--- src/rtl/afifo_pkg.sv ---
// Shared types and sizing helpers for the async FIFO read-side adapter.
// Latency: n/a (declarations only).
// Backpressure: n/a.
package afifo_pkg;
  localparam int DATA_WIDTH_DEF = 8;
  localparam int BUF_DEPTH_MIN  = 3;

  typedef logic [DATA_WIDTH_DEF-1:0] data_t;

  // Occupancy counter must represent 0..depth inclusive.
  function automatic int cnt_width(input int depth);
    return $clog2(depth + 1);
  endfunction
endpackage

--- src/rtl/afifo_rd_skid_buf.sv ---
// Circular skid buffer holding words already read out of the async FIFO.
// Latency: push visible at dout one clk later when empty; dout is registered state.
// Backpressure: none internally; the caller's credit rule guarantees no overflow.
module afifo_rd_skid_buf
  import afifo_pkg::*;
#(
  parameter int DATA_WIDTH = 8,
  parameter int BUF_DEPTH  = 3,
  parameter int CW         = cnt_width(BUF_DEPTH)
) (
  input  logic                  clk,
  input  logic                  clr,
  input  logic                  push,
  input  logic                  pop,
  input  logic [DATA_WIDTH-1:0] din,
  output logic [DATA_WIDTH-1:0] dout,
  output logic [CW-1:0]         count
);
  localparam int              AW   = $clog2(BUF_DEPTH);
  localparam logic [AW-1:0]   LAST = AW'(BUF_DEPTH - 1);

  logic [DATA_WIDTH-1:0] mem [BUF_DEPTH];
  logic [AW-1:0]         wr_ptr;
  logic [AW-1:0]         rd_ptr;

  // Pointers wrap explicitly because the depth need not be a power of two.
  function automatic logic [AW-1:0] ptr_next(input logic [AW-1:0] p);
    return (p == LAST) ? '0 : p + 1'b1;
  endfunction

  // Pointer and occupancy update; clear wins over any push/pop in the same cycle.
  always_ff @(posedge clk) begin
    if (clr) begin
      wr_ptr <= '0;
      rd_ptr <= '0;
      count  <= '0;
    end else begin
      if (push) wr_ptr <= ptr_next(wr_ptr);
      if (pop)  rd_ptr <= ptr_next(rd_ptr);
      case ({push, pop})
        2'b10:   count <= count + 1'b1;
        2'b01:   count <= count - 1'b1;
        default: count <= count;
      endcase
    end
  end

  // Storage write; contents are don't-care after clear, so no reset.
  always_ff @(posedge clk) begin
    if (push && !clr) mem[wr_ptr] <= din;
  end

  assign dout = mem[rd_ptr];
endmodule

--- src/rtl/afifo_rd_stream_adapter.sv ---
// Async FIFO read-side consumer presenting a valid/ready stream (optional stats: AFIFO_RD_STATS_EN).
// Latency: rinc at cycle N -> m_valid at N+2; sustains 1 word/clk.
// Backpressure: credit-based read (buffered + in-flight < BUF_DEPTH); rinc never depends on m_ready.
module afifo_rd_stream_adapter
  import afifo_pkg::*;
#(
  parameter int DATA_WIDTH = 8,
  parameter int BUF_DEPTH  = 3
) (
  input  logic                  rclk,
  input  logic                  rrst,
  input  logic                  rempty,
  input  logic [DATA_WIDTH-1:0] rdata,
  output logic                  rinc,
  input  logic                  flush,
  output logic                  m_valid,
  input  logic                  m_ready,
  output logic [DATA_WIDTH-1:0] m_data
`ifdef AFIFO_RD_STATS_EN
  ,
  output logic [31:0]           beat_cnt,
  output logic [31:0]           stall_cnt
`endif
);
  localparam int            CW      = cnt_width(BUF_DEPTH);
  localparam logic [CW:0]   DEPTH_L = (CW + 1)'(BUF_DEPTH);

  if (BUF_DEPTH < BUF_DEPTH_MIN) begin : g_depth_chk
    $fatal(1, "afifo_rd_stream_adapter: BUF_DEPTH must be >= 3 to cover rdata latency");
  end

  logic          rd_q;
  logic [CW-1:0] count;
  logic [CW:0]   credit_used;
  logic          clr;
  logic          push;
  logic          pop;

  // A word in flight already owns a buffer slot, so it counts against credit.
  assign credit_used = {1'b0, count} + {{CW{1'b0}}, rd_q};
  assign rinc        = !rrst && !flush && !rempty && (credit_used < DEPTH_L);

  assign clr     = rrst || flush;
  assign push    = rd_q && !clr;
  assign m_valid = (count != '0);
  assign pop     = m_valid && m_ready && !clr;

  // Track the word requested last cycle; it lands on rdata this cycle.
  always_ff @(posedge rclk) begin
    if (clr) rd_q <= 1'b0;
    else     rd_q <= rinc;
  end

  afifo_rd_skid_buf #(
    .DATA_WIDTH (DATA_WIDTH),
    .BUF_DEPTH  (BUF_DEPTH),
    .CW         (CW)
  ) u_skid (
    .clk   (rclk),
    .clr   (clr),
    .push  (push),
    .pop   (pop),
    .din   (rdata),
    .dout  (m_data),
    .count (count)
  );

`ifdef AFIFO_RD_STATS_EN
  // Beat and stall counters, free-running with natural 32-bit wrap.
  always_ff @(posedge rclk) begin
    if (clr) begin
      beat_cnt  <= '0;
      stall_cnt <= '0;
    end else begin
      if (pop)                 beat_cnt  <= beat_cnt + 32'd1;
      if (m_valid && !m_ready) stall_cnt <= stall_cnt + 32'd1;
    end
  end
`endif
endmodule

--- config.mk ---
export PLATFORM = sky130hd
export DESIGN_NAME = afifo_rd_stream_adapter
export DESIGN_NICKNAME = d
export VERILOG_FILES = /design/src/rtl/afifo_pkg.sv /design/src/rtl/afifo_rd_skid_buf.sv /design/src/rtl/afifo_rd_stream_adapter.sv
export SDC_FILE = /design/constraint.sdc
export NUM_CORES = 1
export LEC_CHECK = 0
export ABC_AREA = 0
export BUFFER_PORTS_ARGS = -buffer_cell sky130_fd_sc_hd__buf_2
export CORE_MARGIN = 5
export CORE_UTILIZATION = 57
export CTS_BUF_LIST = sky130_fd_sc_hd__clkbuf_4 sky130_fd_sc_hd__clkbuf_8 sky130_fd_sc_hd__clkbuf_16
export DETAILED_ROUTE_END_ITERATION = 8
export MAX_ROUTING_LAYER = met4
export PLACE_DENSITY_LB_ADDON = 0.08
export RECOVER_POWER = 50
export REMOVE_ABC_BUFFERS = 1
export SYNTH_ARGS = -nofsm -noshare
export SYNTH_HDL_FRONTEND = slang
export SYNTH_SLANG_ARGS = --single-unit
--- constraint.sdc ---
create_clock -name rclk -period 4.2 [get_ports rclk]
set_input_delay 0.63 -clock rclk [delete_from_list [all_inputs] [get_ports rclk]]
set_output_delay 0.63 -clock rclk [all_outputs]
set_load 0.1 [all_outputs]
# == After elaboration in Yosys (flattened, before gate mapping) ==
# Memory sizes are Yosys's and may differ from the RTL's. A register that Yosys moved wholly into a read port is not among the register bits.
# Index checks and enable logic that the tools add are counted.
# word_totals
reg_bits,7
out_inout_bits,10
n_memories,1
inputBits,13
word_cells,36
mem_bits_rw,24
# mem_list
memory,depth,width,read_ports,rd_clocked_by_memory_dff,wr,line_no,rtl
u_skid.mem,3,8,1,1,1,afifo_rd_skid_buf.sv:22,logic [DATA_WIDTH-1:0] mem [BUF_DEPTH];
# op_classes
n_mux,7
eq_ne,4
n_addsub,5
n_lt_le_gt_ge,1
reduce_logical,14
# op_table
cell,count
2-to-1 mux 2 bit,4
logical AND 1 bit,7
adder 2 x 1 -> 2 bit (second input constant),3
equality test 2 bit (second input constant),3
logical NOT 1 bit,4
case mux 2 bit (2 select lines),1
nonzero test 2 bit,2
adder 2 x 1 -> 3 bit,1
less-than comparator 3 x 2 -> 1 bit (second input constant),1
equality test 2 x 1 -> 1 bit (second input constant),1
2-to-1 mux 1 bit,2
subtractor 2 x 1 -> 2 bit (second input constant),1
logical OR 1 bit,1

# == Logic depth before layout (Yosys ltp) ==
# logic_depth
ltp_word,6
ltp_mapped,7
depth_no_buf,6

# == Hierarchy ==
# From an unflattened synthesis, not the netlist that was laid out.
# unflattened
hier_cells,94
area_unflattened_um2,1317.5
# by_module_without_submodules
module,cells_each,seq_area_each_um2,n_inst,area_per_inst_um2
afifo_rd_skid_buf,84,880.8,1,1188.6
afifo_rd_stream_adapter,10,20.0,1,128.9

# == Worst setup path before layout ==
# OpenSTA, ideal clock, no wires.
# synth_path
kind,input -> output
startpoint,in rrst
endpoint,out rinc
arrival_time_ns,4.313
path_stages,3
setup_slack_ns,-0.743
n_path_buf,1
t_required_ns,3.570
path_cell_list,or2_1 -> buf_2 -> a2111oi_1
# synth_between
elab_chain_cells,4
# synth_lines
element,line_no,rtl
start: declaration,afifo_rd_stream_adapter.sv:11,"input logic rrst,"
logical NOT 1 bit,afifo_rd_stream_adapter.sv:41,assign rinc = !rrst && !flush && !rempty && (credit_used < DEPTH_L);
logical AND 1 bit (3 in a row),afifo_rd_stream_adapter.sv:41,
end: declaration,afifo_rd_stream_adapter.sv:14,"output logic rinc,"
# No other way between the ends.

# == Final worst setup path ==
# layout_path
startpoint,reg u_skid.count[0]
endpoint,out rinc
# layout_between
elab_chain_cells,3
# layout_lines
element,line_no,rtl
start: declaration,afifo_rd_skid_buf.sv:17,output logic [CW-1:0] count
start signal: assignment,afifo_rd_skid_buf.sv:41,2'b10: count <= count + 1'b1;
start signal: assignment,afifo_rd_skid_buf.sv:42,2'b01: count <= count - 1'b1;
start signal: assignment,afifo_rd_skid_buf.sv:43,default: count <= count;
adder 2 x 1 -> 3 bit,afifo_rd_stream_adapter.sv:40,"assign credit_used = {1'b0, count} + {{CW{1'b0}}, rd_q};"
less-than comparator 3 x 2 -> 1 bit,afifo_rd_stream_adapter.sv:41,
logical AND 1 bit,afifo_rd_stream_adapter.sv:41,
# No other way between the ends.

==> flow_summary_export.csv <==
group,metric,value,unit
timing,min_period_over_period,64.7,%
cts,insertion_delay,0.33,ns
cts,cts_hold_buffers,0,
timing,setup_viol,0,
placement,dp_cells,142,
global_route,gr-max-usage-layer,"met2",
layout,final_core_util,68.5,%
pwr,power.total,603,uW
detailed_routing,ant_nets,0,
pwr,power_density,402,nW/um^2
setup_path,cp_max_fo,5,
placement,io_buffers,22,
placement,hpwl,1.44,mm
detailed_routing,drc,0,
floorplan,ios,23,
synth,syn_area_per_cell,14.0,sq um
detailed_routing,wirelength,2.04,mm
floorplan,dieWidth,57.5,um
layout,syn_to_final_growth,16.7,%
cts,cts.sinks,33,
detailed_routing,viasPerCell,5.15,
cts,ctsResizeCount,0,
timing,max_freq,368,MHz
run,cap_viol_max_count,0,
setup_path,startpoint_type,"flop",
timing,grt_setup_unrepaired,"false",
detailed_routing,vias,772,
placement,pre_cts_ws,1.64,ns
layout,nets,137,
detailed_routing,wl_per_cell,13.6,um
synth,synth.distinct_cells,23,
global_route,antenna_found_initial,0,
worst_hold_path,hold_class,"in2reg",
global_route,grt.met3_usage,5.66,%
worst_hold_path,hold_start,"rempty",
global_route,grt_overflow,0,
global_route,use_met1,12.6,%
layout,layout.cells.non_filler,150,
detailed_routing,drt_pass1_iterations,4,
layout,nFillCells,170,
cts,post_cts_buffers,0,
cts,clkTransAtPathRegs,0.09,ns
setup_path,crit_type,"reg2out",
timing,finalMaxSlewViolations,0,
synth,synthCells,92,
synth,synth.yosys.seq_area_share,70.0,%
setup_path,rr_startpoint,"u_skid.count[0]$_SDFFE_PP0P_",
setup_path,cp.required,3.57,ns
synth,ys_ff_latch,33,
floorplan,coreArea,2190,sq um
floorplan,dieArea,3310,sq um
cts,cts.htree.levels,2,
floorplan,die_h,57.5,um
cts,cts_buffer_depth,2,
setup_path,worstSetupEndpointType,"primary output",
setup_path,cp.arrival,2.09,ns
floorplan,fp-row-count,17,
timing,hold_viol_final,0,
cts,cts_root_buffer,"clkbuf_4",
detailed_routing,drt_iter0_drc,22,
timing,slew_headroom,66.0,%
layout,diodes,0,
global_route,grt_first_pass_wirelength,3.14,mm
cts,cts_tree,"built",
setup_path,rrSetupSlack,2.44,ns
outcome,status,"finished, final reports clean",
pwr,ir_worst_vdd,0.296,mV
setup_path,worstSetupStartpoint,"u_skid.count[0]$_SDFFE_PP0P_",
timing,period_needed,2.72,ns
cts,cts_made_buffers,5,
timing,fin_ws,1.48,ns
synth,yosysWarningCount,0,
floorplan,start_util,58.7,%
layout,drive_above_1_share,19.7,%
global_route,track_usage,14.0,%
timing,worst_pin_slew,0.510,ns
global_route,grt_max_degree,17,
pwr,p_leak,0.501,nW
synth,synth_area,1290,sq um
placement,gp_congestion,0.695,
global_route,use_met2,23.5,%
global_route,grt_pass1_vias,768,
timing,clock_skew,0.00584,ns
cell usage after synthesis:
library cell  count  area [sq um]
a2111oi_1         1          10.0
edfxtp_1         24           721
clkbuf_1          1          3.75
o21ai_2           1          8.76
nor3b_1           2          15.0
o21ai_1           3          15.0
or2_1             2          12.5
or3b_1            1          8.76
ha_1              3          37.5
a21oi_1           4          20.0
nand3b_1          1          7.51
buf_2             2          10.0
a2111oi_2         1          15.0
dfxtp_1           9           180
nor2_1            5          18.8
nand2b_1          1          6.26
nand2_1          11          41.3
xnor2_1           1          8.76
mux2i_1           9          90.1
nor3_1            1          5.00
xor2_1            1          8.76
o21ai_0           6          30.0
or3_1             2          12.5
worst max-delay path, stage by stage (launching register included):
cell and delay (ns):
dfxtp_1 0.37, ha_1 0.20, ha_1 0.30, a2111oi_1 0.39
buf_2 0.49
flip-flops by register name (all words and copies together) (netlist names), named ones only:
name,count
u_skid.wr_ptr,2
u_skid.rd_ptr,2
u_skid.count,2
rd_q,1
u_skid.mem,24
layer usage:
metal / vias to the layer above / share of wire (%)
met2: 28 / 55
met1: 344 / 37
met5: - / 0
met3: 4 / 6.5
met4: 0 / 1.6
li1: 396 / -
final timing paths:
check,to,cells past startpoint
max reg2reg,u_skid.count[1]$_SDFFE_PP0P_,5
min reg2reg,u_skid.rd_ptr[1]$_SDFFE_PP0P_,2
max,rinc,4
min,rd_q$_SDFF_PP0_,2
stage by stage:
| stage | area [sq um] | setup TNS (ns) | hold WS (ns) |
|---|---|---|---|
| 2_1_floorplan | 1270 | -0.719 | 0.454 |
| 3_3_place_gp | 1440 | 0 | 0.475 |
| 3_5_place_dp | 1440 | 0 | 0.497 |
| 4_1_cts | 1520 | 0 | 0.466 |
| 5_1_grt | 1500 | 0 | 0.454 |
| 6_report | 1500 | 0 | 0.477 |
layout by cell type (no fill, tap or decap):
cell type	n
edfxtp_1	24
buf_2	14
nand2_1	11
mux2i_1	9
dfxtp_1	9
clkbuf_1	9
o21ai_0	7
clkbuf_4	6
nor2_1	5
a21oi_1	4
o21ai_1	3
ha_1	3
nor3b_1	2
or3_1	2
buf_4	2
or2_0	1
nor3_1	1
or2_1	1
a2111oi_1	1
a2111oi_2	1
or3b_1	1
nand3b_1	1
nand2b_1	1
xnor2_1	1
xor2_1	1
clkinv_1	1
bufinv_16	1
area by class of cell:
class / instances / area, sq um / area share [%]
clock inverters: 2 / 33.8 / 2.25
well taps: 28 / 35.0 / 2.33
multi-input cells: 56 / 368 / 24.5
flip-flops and latches: 33 / 901 / 60.0
repair buffers: 25 / 119 / 7.92
clock buffers: 6 / 45.0 / 3.00
kinds of logic after synthesis:
group | Yosys count | share of synthesized area, %
adder cells (fa/ha/maj) | 3 | 2.92
multiplexers | 9 | 7.00
AND/OR/NAND/NOR | 26 | 9.92
flip-flops | 33 | 70.0
AO/OA/AOI/OAI | 16 | 7.68
buffers and inverters | 3 | 1.07
XOR/XNOR | 2 | 1.36
report_power, final:
part           switching (mW)  internal [mW]  leakage (nW)
sequential            0.00134          0.350         0.289
clock                  0.0975          0.130        0.0433
combinational          0.0172        0.00648         0.169
Note: power is estimated with default switching activity, not from simulation.
